<file path="config.mk">
export PLATFORM = sky130hd
export DESIGN_NAME = pipeline_stall_ctrl
export DESIGN_NICKNAME = d
export VERILOG_FILES = /design/src/rtl/pipeline_stall_ctrl.sv
export SDC_FILE = /design/constraint.sdc
export NUM_CORES = 1
export LEC_CHECK = 0
export CAP_MARGIN = 10
export CORE_ASPECT_RATIO = 1.1
export CORE_MARGIN = 2
export CORE_UTILIZATION = 52
export CTS_CLUSTER_SIZE = 12
export DETAILED_ROUTE_END_ITERATION = 10
export PLACE_DENSITY = 0.85
export SLEW_MARGIN = 20
export SYNTH_ARGS = -nofsm -noshare
export SYNTH_HDL_FRONTEND = slang
export SYNTH_SLANG_ARGS = --single-unit
</file>
<file path="constraint.sdc">
create_clock -name clk -period 6.6 [get_ports clk]
set_clock_uncertainty 0.2 [all_clocks]
set_input_delay 0.66 -clock clk [delete_from_list [all_inputs] [get_ports clk]]
set_output_delay 0.66 -clock clk [all_outputs]
set_load 0.1 [all_outputs]
</file>
<file path="src/rtl/pipeline_stall_ctrl.sv">
// Central stall/flush controller: per-stage pause/bubble/flush, multi-cycle
// op sequencing in MC_STAGE, and a saturating stall-cycle counter.
//
//   state   | meaning
//   --------+-------------------------------------------------------------
//   ST_IDLE | no multi-cycle op; pause follows stall requests only
//   ST_MC   | multi-cycle op in MC_STAGE; r_cnt counts remaining cycles
module pipeline_stall_ctrl #(
  parameter int NUM_STAGES = 6,
  parameter int MC_STAGE   = 3,
  parameter int LEN_W      = 6,
  parameter int PERF_W     = 32
) (
  input  logic                  clk,
  input  logic                  rst,
  input  logic [NUM_STAGES-1:0] stall_req,
  input  logic                  mc_start,
  input  logic [LEN_W-1:0]      mc_len,
  input  logic                  flush_req,
  input  logic                  perf_clr,
  output logic [NUM_STAGES-1:0] pause,
  output logic [NUM_STAGES-1:0] bubble,
  output logic [NUM_STAGES-1:0] flush,
  output logic                  mc_busy,
  output logic                  mc_done,
  output logic [PERF_W-1:0]     stall_cycles
);

  typedef enum logic {ST_IDLE, ST_MC} state_t;

  state_t             r_state;
  logic [LEN_W-1:0]   r_cnt;
  logic [PERF_W-1:0]  r_stall_cycles;

  logic [NUM_STAGES-1:0] w_req_pause;
  logic [NUM_STAGES-1:0] w_flush_mask;
  logic [NUM_STAGES-1:0] w_mc_mask;
  logic [NUM_STAGES-1:0] w_pause_raw;
  logic                  w_in_mc;
  logic                  w_last;
  logic                  w_mc_hold;

  assign w_in_mc   = (r_state == ST_MC);
  assign w_last    = (r_cnt == LEN_W'(1));
  // MC-imposed hold is released in the final cycle and on abort
  assign w_mc_hold = w_in_mc && !w_last && !flush_req;

  always_comb begin
    w_req_pause  = '0;
    w_flush_mask = '0;
    w_mc_mask    = '0;
    for (int j = 0; j < NUM_STAGES; j++) begin
      w_req_pause[j]  = |(stall_req >> j);
      w_flush_mask[j] = (j < MC_STAGE);
      w_mc_mask[j]    = (j <= MC_STAGE);
    end
  end

  assign w_pause_raw = w_req_pause | (w_mc_hold ? w_mc_mask : '0);

  always_comb begin
    pause  = '0;
    flush  = '0;
    bubble = '0;
    if (!rst) begin
      pause = flush_req ? (w_pause_raw & ~w_flush_mask) : w_pause_raw;
      flush = flush_req ? w_flush_mask : '0;
      for (int j = 0; j < NUM_STAGES - 1; j++) begin
        bubble[j] = pause[j] & ~pause[j+1] & ~flush[j+1];
      end
    end
  end

  assign mc_busy      = !rst && w_in_mc;
  assign mc_done      = !rst && w_in_mc && w_last && !flush_req;
  assign stall_cycles = r_stall_cycles;

  always_ff @(posedge clk) begin
    if (rst) begin
      r_state <= ST_IDLE;
      r_cnt   <= '0;
    end else begin
      case (r_state)
        ST_IDLE: begin
          if (mc_start && !flush_req && (mc_len >= LEN_W'(2))) begin
            r_state <= ST_MC;
            r_cnt   <= mc_len - LEN_W'(1);
          end
        end
        ST_MC: begin
          if (flush_req || w_last) begin
            r_state <= ST_IDLE;
            r_cnt   <= '0;
          end else begin
            r_cnt <= r_cnt - LEN_W'(1);
          end
        end
        default: begin
          r_state <= ST_IDLE;
          r_cnt   <= '0;
        end
      endcase
    end
  end

  always_ff @(posedge clk) begin
    if (rst || perf_clr) begin
      r_stall_cycles <= '0;
    end else if (pause[0] && !(&r_stall_cycles)) begin
      r_stall_cycles <= r_stall_cycles + PERF_W'(1);
    end
  end

endmodule
</file>
==> flow_summary.json, run 1 <==
{
  "status": "complete, no violations",
  "path_cells": "clkdlybuf4s50_1 > or3_4 > or4_4 > o21ai_4 > inv_2 > clkdlybuf4s50_1",
  "hold_buffers": 0,
  "design.die.area_sq_mm": 0.00542,
  "overflow": 0,
  "critical_path_class": "in -> out",
  "synth_top_area_share": 0.310,
  "cts_tree": "yes",
  "post-route-util": 0.691,
  "drive_gt1_frac": 0.0516,
  "drt_iter0_drc": 234,
  "path_delay_family": "buffers and inverters",
  "synthTopCellsByCount": "39 x dfxtp_1, 29 x a21oi_1, 28 x nand2_1, 19 x nor2_1, 17 x or4_1",
  "max-vdd-ir-drop_v": 0.0000933,
  "layout.nets": 389,
  "period_share": 0.720,
  "tns_ns": 0,
  "rsz0062_at_grt": "no",
  "hold_violations": 0,
  "synth.area.top_cells": "dfxtp_1 31%, a21oi_1 5.8%, or4_1 5.1%",
  "drv_cap": 0,
  "fill_cells": 418,
  "required_ns": 5.74,
  "gp_congestion": 0.813,
  "cts_setup_buffers": 0,
  "worst_slack_ns": 1.85,
  "firstDrtPassIters": 5,
  "grt_max_degree": 44,
  "grt_first_pass_wirelength_mm": 10.8,
  "io_buffer_count": 64,
  "power.leakage_uw": 0.000996,
  "fp.dieH_um": 77.0,
  "yosysWarnings": 0,
  "avgViaCountPerCell": 6.27,
  "max_slew_margin": 0.334,
  "clock-sinks": 39,
  "yosys.area.top_type": "dfxtp_1",
  "critical_path_arrival_ns": 3.89,
  "syn_area_sq_mm": 0.00252,
  "powerDensity_mw_per_mm2": 174,
  "core.rowCount": 26,
  "post-route-min-period_ns": 4.75,
  "clk_pin_slew_worst_paths_ns": 0.08,
  "slowest_delay_ns": 1.01,
  "diodes": 0,
  "synthFlopType": "dfxtp_1",
  "track_usage": 0.240,
  "power_uw": 560,
  "clock_latency_ns": 0.30,
  "cts_resized": 0,
  "pre_cts_ws_ns": 1.87,
  "htree_levels": 2,
  "routedWlPerCell_um": 15.4,
  "setup_violations": 0,
  "avgSynthCellArea_sq_um": 7.96,
  "ys_ff_latch": 39,
  "ant_nets": 0,
  "synth_most_common_cell": "dfxtp_1",
  "tightest_slew_ns": 0.996,
  "crit_top_cell": "clkdlybuf4s50_1",
  "io_pins": 69,
  "ys_seq_area_frac": 0.310,
  "grt_pass1_vias": 2331,
  "min_path_type": "reg -> reg",
  "placed_area_sq_mm": 0.00310,
  "fp.dieW_um": 70.4,
  "num_vias": 2658,
  "async_reset_ff_frac": 0,
  "antenna_found_initial": 0,
  "wl_mm": 6.51,
  "syn_to_final_growth_pct": 27.4,
  "critPathCaptureType": "primary output",
  "final_area_sq_mm": 0.00321,
  "crit_buf_inv": 3,
  "clockBufferDepth": 2,
  "dp_hpwl_mm": 4.61,
  "numCtsBuffers": 5,
  "synth_edf_count": 0,
  "drc": 0,
  "cp-start-kind": "primary input",
  "clock.fmax_mhz": 211,
  "cp_max_fo": 43,
  "start_util": 0.542,
  "synthCells": 317,
  "crit_slowest_cell": "clkdlybuf4s50_1",
  "core-area_sq_mm": 0.00465,
  "clock-root-buffer": "clkbuf_8",
  "ys_types": 52,
  "maxSlewViolCount": 0
}
-- routing by layer --
metal / vias up / wire length (um) / global-route usage
li1: 1307 / - / -
met1: 1229 / 2810 / 0.314
met2: 110 / 3140 / 0.379
met3: 12 / 433 / 0.0526
met4: 0 / 129 / 0.0981
met5: - / 0 / 0
-- path summary, 6_finish.rpt --
check / from / to / slack [ns] / cells after the start
setup / recovery: stall_req[4] / pause[0] / 1.85 / 6
hold / removal: stall_cycles[21] / stall_cycles[21] / 0.31 / 2
setup reg to reg: stall_cycles[12] / stall_cycles[31] / 4.00 / 5
hold reg to reg: stall_cycles[21] / stall_cycles[21] / 0.31 / 2
-- per-stage QoR --
step                      hold WS, ns  std cells
after floorplan                 0.267        320
after global placement          0.287        416
after detailed placement        0.286        416
after CTS                       0.305        424
after global routing            0.323        424
final                           0.308        424
-- cell families after synthesis --
family / synth area share
AND/OR/NAND/NOR: 0.337
AO/OA/AOI/OAI: 0.226
flip-flops: 0.310
buffers and inverters: 0.0719
adder cells (fa/ha/maj): 0.0248
XOR/XNOR: 0.0139
multiplexers: 0.0159
other: 0.00149
-- where the power goes --
group	internal, uW	switching (uW)
combinational	31.0	75.0
sequential	238	4.48
clock	122	88.5
total	392	168
-- state kept, by name (all words and copies together), names as in the netlist --
signal / count
stall_cycles: 32
r_state: 1
r_cnt: 6
-- layout make-up --
cell class,count,area [sq um],area share
repair buffers,64,641,0.199
inverters,9,33.8,0.0105
multi-input cells,248,1570,0.489
clock inverters,2,35.0,0.0109
flip-flops and latches,39,781,0.243
well taps,56,70.1,0.0218
clock buffers,6,82.6,0.0257
-- layout by cell type, fill, tap and decap left out, types with 5 or more instances in the layout --
master / instances
clkdlybuf4s50_1: 64
dfxtp_1: 39
a21oi_1: 29
nand2_1: 28
nor2_1: 19
or4_1: 17
o31ai_1: 16
or3_1: 15
nor3_1: 12
nand4_1: 11
o21ai_0: 10
nand3_1: 9
inv_1: 8
and4_1: 7
clkbuf_8: 6
nor4_1: 5
and3_1: 5
and2_1: 5
o41ai_1: 5
o22ai_1: 5
ha_1: 5
-- tightest hold or removal path: stages (launching register included) --
cell and delay (ns):
dfxtp_1 0.34, nand2_1 0.06, mux2i_1 0.06
No activity file was read; power rests on OpenSTA's default activity.
==> run 2: changes to the inputs <==
- CORE_UTILIZATION: 52 -> 49
- PLACE_DENSITY: 0.85 -> 0.81
- clock period: 6.6 -> 4.6 ns (I/O delays scaled with it)
==> run 2 against run 1 <==
Combinational power grew 43%. Final cell count increased by 0.24%. Cell area is 2.0% lower. Critical path depth unchanged. Via count decreased by 2.4%. Hold slack got worse by 0.015 ns. Critical path type unchanged. Sequential share of layout area rose by 0.50 points. Total power is 27% higher. Setup slack worse by 0.84 ns. Clock-buffer cell count unchanged. Utilization fell by 6.1 points. Critical endpoint unchanged.
==> flow_summary.json, run 2 (synthesized netlist as in run 1, its figures left out) <==
{
  "status": "complete, no violations",
  "drc": 0,
  "clock.fmax_mhz": 279,
  "gp_congestion": 0.827,
  "holdPathStages": 2,
  "period_share": 0.780,
  "rsz0062_at_grt": "no",
  "critical_path_arrival_ns": 2.93,
  "drt_iter0_drc": 223,
  "hold_buffers": 0,
  "critPathCaptureType": "primary output",
  "numCtsBuffers": 5,
  "required_ns": 3.94,
  "clockBufferDepth": 2,
  "min_path_type": "reg -> reg",
  "grt_first_pass_wirelength_mm": 10.4,
  "layout.nets": 390,
  "clock_latency_ns": 0.29,
  "reg2reg_to": "stall_cycles[2]",
  "dp_hpwl_mm": 4.47,
  "syn_to_final_growth_pct": 24.9,
  "reg2reg_slack_ns": 2.11,
  "core-area_sq_mm": 0.00500,
  "cp-start-kind": "primary input",
  "design.die.area_sq_mm": 0.00574,
  "maxSlewViolCount": 0,
  "firstDrtPassIters": 4,
  "cts_setup_buffers": 0,
  "drv_cap": 0,
  "crit_slowest_cell": "o21ai_4",
  "ant_nets": 0,
  "overflow": 0,
  "worstHoldStart": "stall_cycles[15]",
  "io_buffer_count": 64,
  "final_common_cell": "clkdlybuf4s50_1",
  "wl_mm": 6.15,
  "diodes": 0,
  "cts_tree": "yes",
  "cp_max_fo": 43,
  "core.rowCount": 27,
  "num_vias": 2593,
  "setup_violations": 0,
  "fill_cells": 449,
  "routedWlPerCell_um": 14.5,
  "antenna_found_initial": 0,
  "start_util": 0.505,
  "fp.dieW_um": 72.4,
  "post-route-util": 0.630,
  "min_to": "stall_cycles[15]",
  "power_uw": 713,
  "post-route-min-period_ns": 3.59,
  "power.leakage_uw": 0.000998,
  "max_slew_margin": 0.326,
  "slowest_delay_ns": 0.71,
  "tns_ns": 0,
  "hold_violations": 0,
  "critical_path_class": "in -> out",
  "track_usage": 0.221,
  "timing.rr.start": "r_cnt[2]",
  "path_cells": "clkdlybuf4s50_1 > or3_4 > or4_4 > o21ai_4 > inv_2 > buf_4",
  "rr_worst_depth": 6,
  "htree_levels": 2,
  "fp.dieH_um": 79.3,
  "drive_gt1_frac": 0.0790,
  "cts_resized": 0,
  "grt_pass1_vias": 2370,
  "clock-sinks": 39,
  "clk_pin_slew_worst_paths_ns": 0.07,
  "powerDensity_mw_per_mm2": 226,
  "largest_reg_flops": 32,
  "holdWs_ns": 0.292,
  "clock-root-buffer": "clkbuf_8",
  "tightest_slew_ns": 1.01,
  "layout_common_cells": "52 x clkdlybuf4s50_1, 39 x dfxtp_1, 29 x a21oi_1, 28 x nand2_1, 19 x nor2_1",
  "max-vdd-ir-drop_v": 0.000136,
  "grt_max_degree": 44,
  "avgViaCountPerCell": 6.10,
  "io_pins": 69
}
[run 2: layout make-up]
type,count,area (sq um),area share
Multi-Input combinational cell,248,1570,0.499
Sequential cell,39,781,0.248
Timing Repair Buffer,65,618,0.196
Clock buffer,6,72.6,0.0230
Tap cell,58,72.6,0.0230
Inverter,9,33.8,0.0107
[run 2: per-stage QoR]
stage                     worst slack (ns)  cells  cell area [sq um]
final                                 1.01    425               3150
after global routing                 0.866    425               3150
after CTS                             1.02    425               3150
after detailed placement              1.02    419               3080
after global placement                1.07    419               3080
after floorplan                      0.147    320               2530
[run 2: worst max path at each step]
stage	start	endpoint	slack [ns]	cells past startpoint
global route	stall_req[4]	pause[0]	0.87	6
CTS	stall_req[4]	pause[0]	1.02	6
global placement	stall_req[4]	pause[0]	1.07	6
finish	stall_req[4]	pause[0]	1.01	6
floorplan	r_cnt[1]	bubble[3]	0.15	7
detailed placement	stall_req[4]	pause[0]	1.02	6
[run 2: routing by layer]
layer | wire length, um | global-route usage | share of wire | vias up
met2 | 3080 | 0.379 | 0.50 | 82
li1 | - | - | - | 1303
met4 | 40 | 0.0574 | 0.0065 | 0
met5 | 0 | 0 | 0 | -
met3 | 391 | 0.0495 | 0.064 | 4
met1 | 2630 | 0.280 | 0.43 | 1204
[run 2: power by group]
part	switching [uW]	internal [uW]	leakage, uW	total [uW]
Sequential	6.31	342	0.000315	349
Clock	111	101	0.0000371	212
Combinational	108	43.9	0.000645	152
Total	225	487	0.000998	713
[run 2: worst max-delay path, delay by kind of cell]
kind | cells | cell delay (ns)
AND/OR/NAND/NOR | 2 | 0.89
buffers and inverters | 3 | 0.85
AO/OA/AOI/OAI | 1 | 0.71
==> run 3: changes to the inputs <==
- CORE_UTILIZATION: 49 -> 44
- PLACE_DENSITY: 0.81 -> 0.77
- clock period: 4.6 -> 2.9 ns (I/O delays scaled with it)
==> run 3 against run 2 <==
Sequential cell count stayed put. Global-route usage decreased by 0.89 points. Register-to-register slack worse by 1.7 ns. Sequential power rose by 59%. Utilization shrank 0.95 points. Clock power rose by 79%. Hold slack gained 0.016 ns. Critical path depth stayed put. Via count is 1.7% higher. Final cell count up 5.2%. Sequential share of layout area shrank 1.6 points.
==> flow_summary.json, run 3 (synthesized netlist as in run 1, its figures left out) <==
{
  "num_vias": 2638,
  "crit_slowest_cell": "or4_4",
  "critical_path_class": "reg -> out",
  "clock.fmax_mhz": 359,
  "syn_to_final_growth_pct": 34.4,
  "layout.nets": 394,
  "io_buffer_count": 64,
  "fp.dieW_um": 76.2,
  "numCtsBuffers": 5,
  "max-vdd-ir-drop_v": 0.000195,
  "slowest_delay_ns": 0.57,
  "firstDrtPassIters": 4,
  "ant_nets": 0,
  "wl_mm": 6.66,
  "core-area_sq_mm": 0.00547,
  "grt_pass1_vias": 2396,
  "worstSetupPathDepth": 6,
  "drt_iter0_drc": 175,
  "drv_cap": 0,
  "layout_common_cells": "36 x buf_4, 35 x dfxtp_1, 29 x a21oi_1, 28 x nand2_1, 18 x nor2_1",
  "critical_path_arrival_ns": 2.30,
  "gp_congestion": 0.829,
  "clk_pin_slew_worst_paths_ns": 0.08,
  "start_util": 0.462,
  "rr_worst_depth": 5,
  "core.rowCount": 28,
  "critPathCaptureType": "primary output",
  "clock-sinks": 39,
  "rsz0062_at_grt": "no",
  "final_common_cell": "buf_4",
  "overflow": 0,
  "max_slew_margin": 0.480,
  "pre_cts_ws_ns": 0.193,
  "powerDensity_mw_per_mm2": 358,
  "worst_slack_ns": 0.113,
  "grt_max_degree": 41,
  "stdcell_count": 447,
  "clock-root-buffer": "clkbuf_8",
  "status": "complete, no violations",
  "cts_tree": "yes",
  "largest_reg_flops": 32,
  "grt_first_pass_wirelength_mm": 11.3,
  "post-route-util": 0.620,
  "path_delay_family": "simple AND/OR/NAND/NOR gates",
  "drc": 0,
  "crit_buf_inv": 1,
  "dp_hpwl_mm": 4.73,
  "io_pins": 69,
  "post-route-min-period_ns": 2.79,
  "dp_cells": 440,
  "cts_setup_buffers": 0,
  "clock_latency_ns": 0.29,
  "cp_max_fo": 7,
  "path_cells": "or4_4 > o21ai_2 > nor2_1 > or3_1 > nor3_4 > buf_12",
  "tightest_slew_ns": 0.772,
  "avgViaCountPerCell": 5.90,
  "design.die.area_sq_mm": 0.00636,
  "routedWlPerCell_um": 14.9,
  "maxSlewViolCount": 0,
  "htree_levels": 2,
  "cp-start-kind": "flip-flop",
  "drive_gt1_frac": 0.226,
  "clockBufferDepth": 2,
  "required_ns": 2.41,
  "antenna_found_initial": 0,
  "setup_violations": 0,
  "min_path_type": "reg -> reg",
  "diodes": 0,
  "track_usage": 0.213,
  "hold_violations": 0,
  "fp.dieH_um": 83.4,
  "holdWs_ns": 0.309,
  "power.leakage_uw": 0.00117,
  "period_share": 0.961,
  "holdPathStages": 2
}
==> run 3: changes by cell type in the layout (fill, tap and decap cells not counted), sizes merged <==
cell | before | now
clkinv | 0 | 1
clkdlybuf4s50 | 52 | 16
buf | 13 | 53
==> run 3: per-layer routing <==
layer	vias to the layer above	wire length, um	GRT usage
met1	1205	2950	0.278
met3	9	501	0.0522
li1	1313	-	-
met2	111	3120	0.343
met5	-	0	0
met4	0	93	0.0711
==> run 3: worst paths after layout <==
| path | startpoint | slack (ns) | end |
|---|---|---|---|
| max | r_cnt[2] | 0.11 | bubble[0] |
| min | stall_cycles[15] | 0.31 | stall_cycles[15] |
| max reg2reg | stall_cycles[13] | 0.45 | stall_cycles[31] |
| min reg2reg | stall_cycles[15] | 0.31 | stall_cycles[15] |
==> run 3: timing repair <==
| action | in CTS | in global routing |
|---|---|---|
| gates resized for setup | 1 | 2 |
| endpoints found under the setup margin | 1 | 2 |
| hold buffers | 0 | 0 |
==> run 3: layout make-up <==
cell class | instances | area [sq um]
clock buffer | 6 | 82.6
clock inverter | 1 | 5.00
sequential | 39 | 786
tap | 75 | 93.8
inverter | 9 | 33.8
fill | 501 | 2070
multi-input combinational | 248 | 1620
timing repair buffer | 69 | 771
==> run 3: power breakdown <==
group	total (uW)	internal [uW]	switching, uW
Combinational	279	97.5	182
Sequential	555	543	12.0
Clock	380	187	193
Total	1210	827	387
==> run 3: worst min-delay path: cells and delay by family, from the launching register on <==
kind	cells	cell delay, ns
flip-flops	1	0.34
AO/OA/AOI/OAI	2	0.13
==> run 3: stage by stage <==
| stage | cell area [sq um] | power [uW] | TNS (ns) |
|---|---|---|---|
| final | 3390 | 1210 | 0 |
| after global routing | 3390 | 1270 | 0 |
| after CTS | 3390 | 1220 | 0 |
| after detailed placement | 3290 | 839 | 0 |
| after global placement | 3290 | 838 | 0 |
| after floorplan | 2580 | 755 | -0.217 |
